$ cat config.mk
export PLATFORM = sky130hd
export DESIGN_NAME = vga_rx_capture
export DESIGN_NICKNAME = d
export VERILOG_FILES = /design/src/rtl/vga_rx_capture.sv
export SDC_FILE = /design/constraint.sdc
export NUM_CORES = 1
export LEC_CHECK = 0
export BUFFER_PORTS_ARGS = -buffer_cell sky130_fd_sc_hd__buf_2
export CAP_MARGIN = 20
export CORE_UTILIZATION = 40
export CTS_CLUSTER_SIZE = 20
export DETAILED_ROUTE_END_ITERATION = 7
export HOLD_SLACK_MARGIN = 0.05
export SETUP_SLACK_MARGIN = 0.2
export SKIP_CTS_REPAIR_TIMING = 1
export SYNTH_ARGS = -nofsm -noshare
export SYNTH_HDL_FRONTEND = slang
export SYNTH_SLANG_ARGS = --single-unit
export TNS_END_PERCENT = 5
$ cat constraint.sdc
create_clock -name Clk -period 3.2 [get_ports Clk]
set_input_delay 0 -clock Clk [delete_from_list [all_inputs] [get_ports Clk]]
set_output_delay 0 -clock Clk [all_outputs]
set_load 0.005 [all_outputs]
$ cat src/rtl/vga_rx_capture.sv
// vga_rx_capture: recovers an X/Y pixel stream from HS/VS/BLK/RGB and locks on the expected active format
module vga_rx_capture #(
  parameter int H_ACT = 800,
  parameter int V_ACT = 480,
  parameter int LOCK_FRAMES = 2,
  parameter bit HS_POL = 1'b0,
  parameter bit VS_POL = 1'b0
) (
  input  logic        Clk,
  input  logic        Reset_n,
  input  logic        VGA_HS,
  input  logic        VGA_VS,
  input  logic        VGA_BLK,
  input  logic [23:0] VGA_RGB,
  output logic        Pix_Valid,
  output logic [23:0] Pix_Data,
  output logic [10:0] Pix_X,
  output logic [10:0] Pix_Y,
  output logic        Frame_Start,
  output logic        Frame_End,
  output logic        Locked,
  output logic [10:0] Meas_Width,
  output logic [10:0] Meas_Height,
  output logic        Err
);
  localparam logic [10:0] HW = 11'(H_ACT);
  localparam logic [10:0] VH = 11'(V_ACT);
  localparam logic [10:0] CMAX = 11'h7ff;
  localparam logic [2:0] LF = 3'(LOCK_FRAMES);
  typedef enum logic [1:0] {SEARCH, CHECK, LOCKED} state_t;
  state_t state, state_n;
  logic hs1, hs2, vs1, vs2, blk1, blk2;
  logic [23:0] rgb1, rgb2;
  logic [10:0] x_cnt, line_cnt, x_inc, l_inc, h_fin;
  logic [2:0] good, good_n;
  logic frame_bad, hs_seen, hs_a2, vs_rise, de_fall, w_bad, bad, pix_ok;
  assign hs_a2 = hs2 == HS_POL;
  assign vs_rise = (vs1 == VS_POL) && (vs2 != VS_POL);
  assign de_fall = !blk1 && blk2;
  assign x_inc = x_cnt == CMAX ? x_cnt : x_cnt + 11'd1;
  assign l_inc = line_cnt == CMAX ? line_cnt : line_cnt + 11'd1;
  assign w_bad = x_inc != HW;
  // a line ending on the same cycle as the frame edge belongs to the frame being judged
  assign h_fin = de_fall ? l_inc : line_cnt;
  assign bad = frame_bad || (de_fall && w_bad) || h_fin != VH || !(hs_seen || hs_a2);
  assign pix_ok = state == LOCKED && blk2 && x_cnt < HW && line_cnt < VH;
  always_ff @(posedge Clk or negedge Reset_n)
    if (!Reset_n) {hs1, hs2, vs1, vs2, blk1, blk2, rgb1, rgb2} <= '0;
    else {hs1, hs2, vs1, vs2, blk1, blk2, rgb1, rgb2} <= {VGA_HS, hs1, VGA_VS, vs1, VGA_BLK, blk1, VGA_RGB, rgb1};
  always_ff @(posedge Clk or negedge Reset_n)
    if (!Reset_n) begin
      x_cnt <= '0;
      line_cnt <= '0;
      Meas_Width <= '0;
      Meas_Height <= '0;
      frame_bad <= 1'b0;
      hs_seen <= 1'b0;
    end else begin
      if (de_fall) begin
        x_cnt <= '0;
        Meas_Width <= x_inc;
      end else if (blk2) x_cnt <= x_inc;
      if (vs_rise) begin
        line_cnt <= '0;
        Meas_Height <= h_fin;
        frame_bad <= 1'b0;
        hs_seen <= 1'b0;
      end else begin
        if (de_fall) line_cnt <= l_inc;
        if (de_fall && w_bad) frame_bad <= 1'b1;
        if (hs_a2) hs_seen <= 1'b1;
      end
    end
  always_comb begin
    state_n = state;
    good_n = good;
    if (vs_rise) begin
      if (state == SEARCH) begin
        state_n = CHECK;
        good_n = '0;
      end else if (state == CHECK) begin
        good_n = bad ? 3'd0 : good + 3'd1;
        state_n = !bad && good + 3'd1 == LF ? LOCKED : CHECK;
      end else if (bad) state_n = SEARCH;
    end
  end
  always_ff @(posedge Clk or negedge Reset_n)
    if (!Reset_n) begin
      state <= SEARCH;
      good <= '0;
      Locked <= 1'b0;
      Err <= 1'b0;
      Pix_Valid <= 1'b0;
      Frame_Start <= 1'b0;
      Frame_End <= 1'b0;
      Pix_Data <= '0;
      Pix_X <= '0;
      Pix_Y <= '0;
    end else begin
      state <= state_n;
      good <= good_n;
      Locked <= state_n == LOCKED;
      Err <= state == LOCKED && state_n == SEARCH;
      Pix_Valid <= pix_ok;
      Frame_Start <= pix_ok && x_cnt == 11'd0 && line_cnt == 11'd0;
      Frame_End <= pix_ok && x_cnt == HW - 11'd1 && line_cnt == VH - 11'd1;
      if (pix_ok) {Pix_Data, Pix_X, Pix_Y} <= {rgb2, x_cnt, line_cnt};
    end
endmodule

==> metrics <==
outcome=complete, but fails checks; failing checks=design-rule violations; period utilisation layout=0.888; HP Class=primary input to asynchronous set/reset pin; Clock Latency Late Sink=0.42 ns; row cnt=44; cts bufs inserted=17; Pwr Density=560 mW/mm^2; Pleak=0.00385 uW; Initial DRC Count=311; CTS root buf=clkbuf_16; Seq/Total Area, Yosys=0.644; H-tree levels=4; gr busiest metal=met2; Slowest-stage cell, CP=dfrtp_1; GR Layer Usage met3=0.0505; TritonRoute pass-1 iters=8; Slew Viols, Final=0; Die Y=125 um; Startpoint Class=flip-flop; initial core utilization=0.414; Syn-to-layout area delta=26.2%; Syn Inst Count=567; number of vias per cell=4.97; GRT Util Overall=0.186; Setup Skew=0.00704 ns; I/O pin count=102; Ys Warns=0; top cells by area, synth=dfrtp_1, nand2_1, o21ai_0; first-pass GRT wire length=22,700 um; Critical Path Sink Type=flip-flop; clk slew on worst S/H paths=0.06 ns; Least-Margin Pin Slew=0.780 ns; Peak VDD IR=0.341 mV; proportion of layout cells with a drive suffix above 1=0.234; WP data required=3.53 ns; post-route insts no fill=899; Remaining DRCs=10; Synth top area share=0.644; diode count=0; async set-reset flop share out of synthesis=1.00; maxcap violations=0; DR vias=4,465; worst path cell trace=ha_2 > nand4_2 > nor3_4 > o21ai_1 > a2111o_1 > o31ai_4 > nand3_2 > o32ai_2; cell taking the most area after synthesis=dfrtp_1; setup TNS=0 ns; Hold Fails Final Rpt=0; vias in the first global route=4,435; EDFF count, synth=0; largest net degree at the start of global routing=73; GR Layer Usage met2=0.293; library cells used by synthesis=54; largest fanout on the critical path=7; Max Fclk=0.352 GHz; Data arrival, critical path=3.17 ns; remaining antenna violation count=0; min Tclk post-route=2.84 ns; Seq cells post-synth=156; # setup viols final=0; # port buffers=101; DPL Wire Length=9300 um; critical path class=flip-flop to flip-flop; Total Nets Final=737; Mapped Avg Cell Area=10.7 sq um; Post-Syn Area=0.00606 sq mm; GR Layer Usage met1=0.244; CTS tree=done; clock sink count=156; placed cells=836; initial antenna violation count=0; final WL=13,900 um; Syn Nets=602; core footprint=0.0146 sq mm; Avg WL per Cell=15.5 um; Worst slew margin=0.480; RSZ-0062 raised after global routing=true; Overflow after GRT=0; Max Buffers Root-to-Sink=2; GPL Wtd Cong=0.857; top_reg_cell synth=dfrtp_1; Die Wd=125 um; worst stage delay on the critical path=0.45 ns; die footprint=0.0156 sq mm
power breakdown:
part | switching (uW) | internal [uW]
sequential | 40.6 | 2040
combinational | 148 | 106
clock | 834 | 1110
total | 1020 | 3260
layer usage:
metal | up-vias | routed length (um)
li1 | 2164 | -
met1 | 2152 | 6260
met2 | 126 | 6690
met3 | 23 | 620
met4 | 0 | 320
met5 | - | 0
synthesized netlist by cell type (all sizes together), types with 6 or more instances:
library cell	n
nor3	10
a31oi	6
clkbuf	17
ha	6
nor2	36
o31ai	6
nand2	159
a21oi	14
buf	13
o21ai	38
nand4	11
dfrtp	156
xnor2	6
nand2b	6
inv	12
nand3	15
and3	6
metrics by stage:
step           power (uW)  hold slack [ns]  area (sq um)  setup WS, ns  utilization
2_1_floorplan        2220           -0.296          6060         0.645            -
3_3_place_gp         2340           0.0559          6760         0.431        0.461
3_5_place_dp         2350           0.0574          6760         0.274        0.461
4_1_cts              4310           -0.396          7330         0.236        0.501
5_1_grt              4470            0.192          7640         0.188        0.522
6_report             4280            0.155          7640         0.360        0.522
final timing paths:
check	to	from	cells after the start	slack (ns)
max	good[1]	x_cnt[0]	8	0.36
min	blk1	Reset_n	2	0.15
max reg2reg	good[1]	x_cnt[0]	8	0.36
min reg2reg	rgb2[19]	rgb1[19]	0	0.35
max in group asynchronous	Pix_Data[0]	Reset_n	3	2.07
min in group Clk	rgb1[1]	VGA_RGB[1]	2	0.21
logic make-up after synthesis:
| logic type | share of synthesized area |
|---|---|
| simple gates | 0.198 |
| flops | 0.644 |
| compound gates | 0.0886 |
| xor+xnor | 0.0159 |
| fa+ha+maj | 0.0124 |
| mux | 0.00847 |
| buf+inv | 0.0320 |
cell type report:
| type | count | area (sq um) |
|---|---|---|
| tap | 184 | 230 |
| timing repair buffer | 146 | 920 |
| clock buffer | 19 | 443 |
| clock inverter | 13 | 133 |
| multi-input combinational | 369 | 1970 |
| fill | 1323 | 7000 |
| inverter | 12 | 45.0 |
| sequential | 156 | 3910 |
flip-flops by register name, indices dropped and copies added, names as in the netlist, 2 cells and up:
name         flops
Pix_X           11
state            2
rgb2            24
Pix_Data        24
good             3
x_cnt           11
rgb1            24
Pix_Y           11
Meas_Height     11
line_cnt        11
Meas_Width      11
worst max-delay path: cells and delay by family (launching register included):
kind / cells / cell delay (ns)
AOI/OAI and AO/OA: 4 / 1.24
DFF: 1 / 0.45
and+or+nand+nor: 3 / 0.78
adders and majority gates: 1 / 0.27
placed cells by master (no fill, tap or decap), types with 3 or more instances in the layout:
cell and count:
o21ai_0 36, dfrtp_1 155, xnor2_1 6, inv_8 3, and2_1 4, o211ai_1 3
inv_1 12, buf_2 100, clkinvlp_4 5, nor2_1 36, nor2b_1 3, clkbuf_16 17
dlygate4sd3_1 28, and3_1 6, a31oi_1 6, mux2i_1 4, nand3_1 11, o31ai_1 3
nand2b_1 6, buf_4 17, a21oi_1 14, ha_1 5, nor3_1 8, or3_1 3
nand4_1 10, xor2_1 5, nand2_1 159, nand3_2 4
Power figures use the tool's default switching activity.
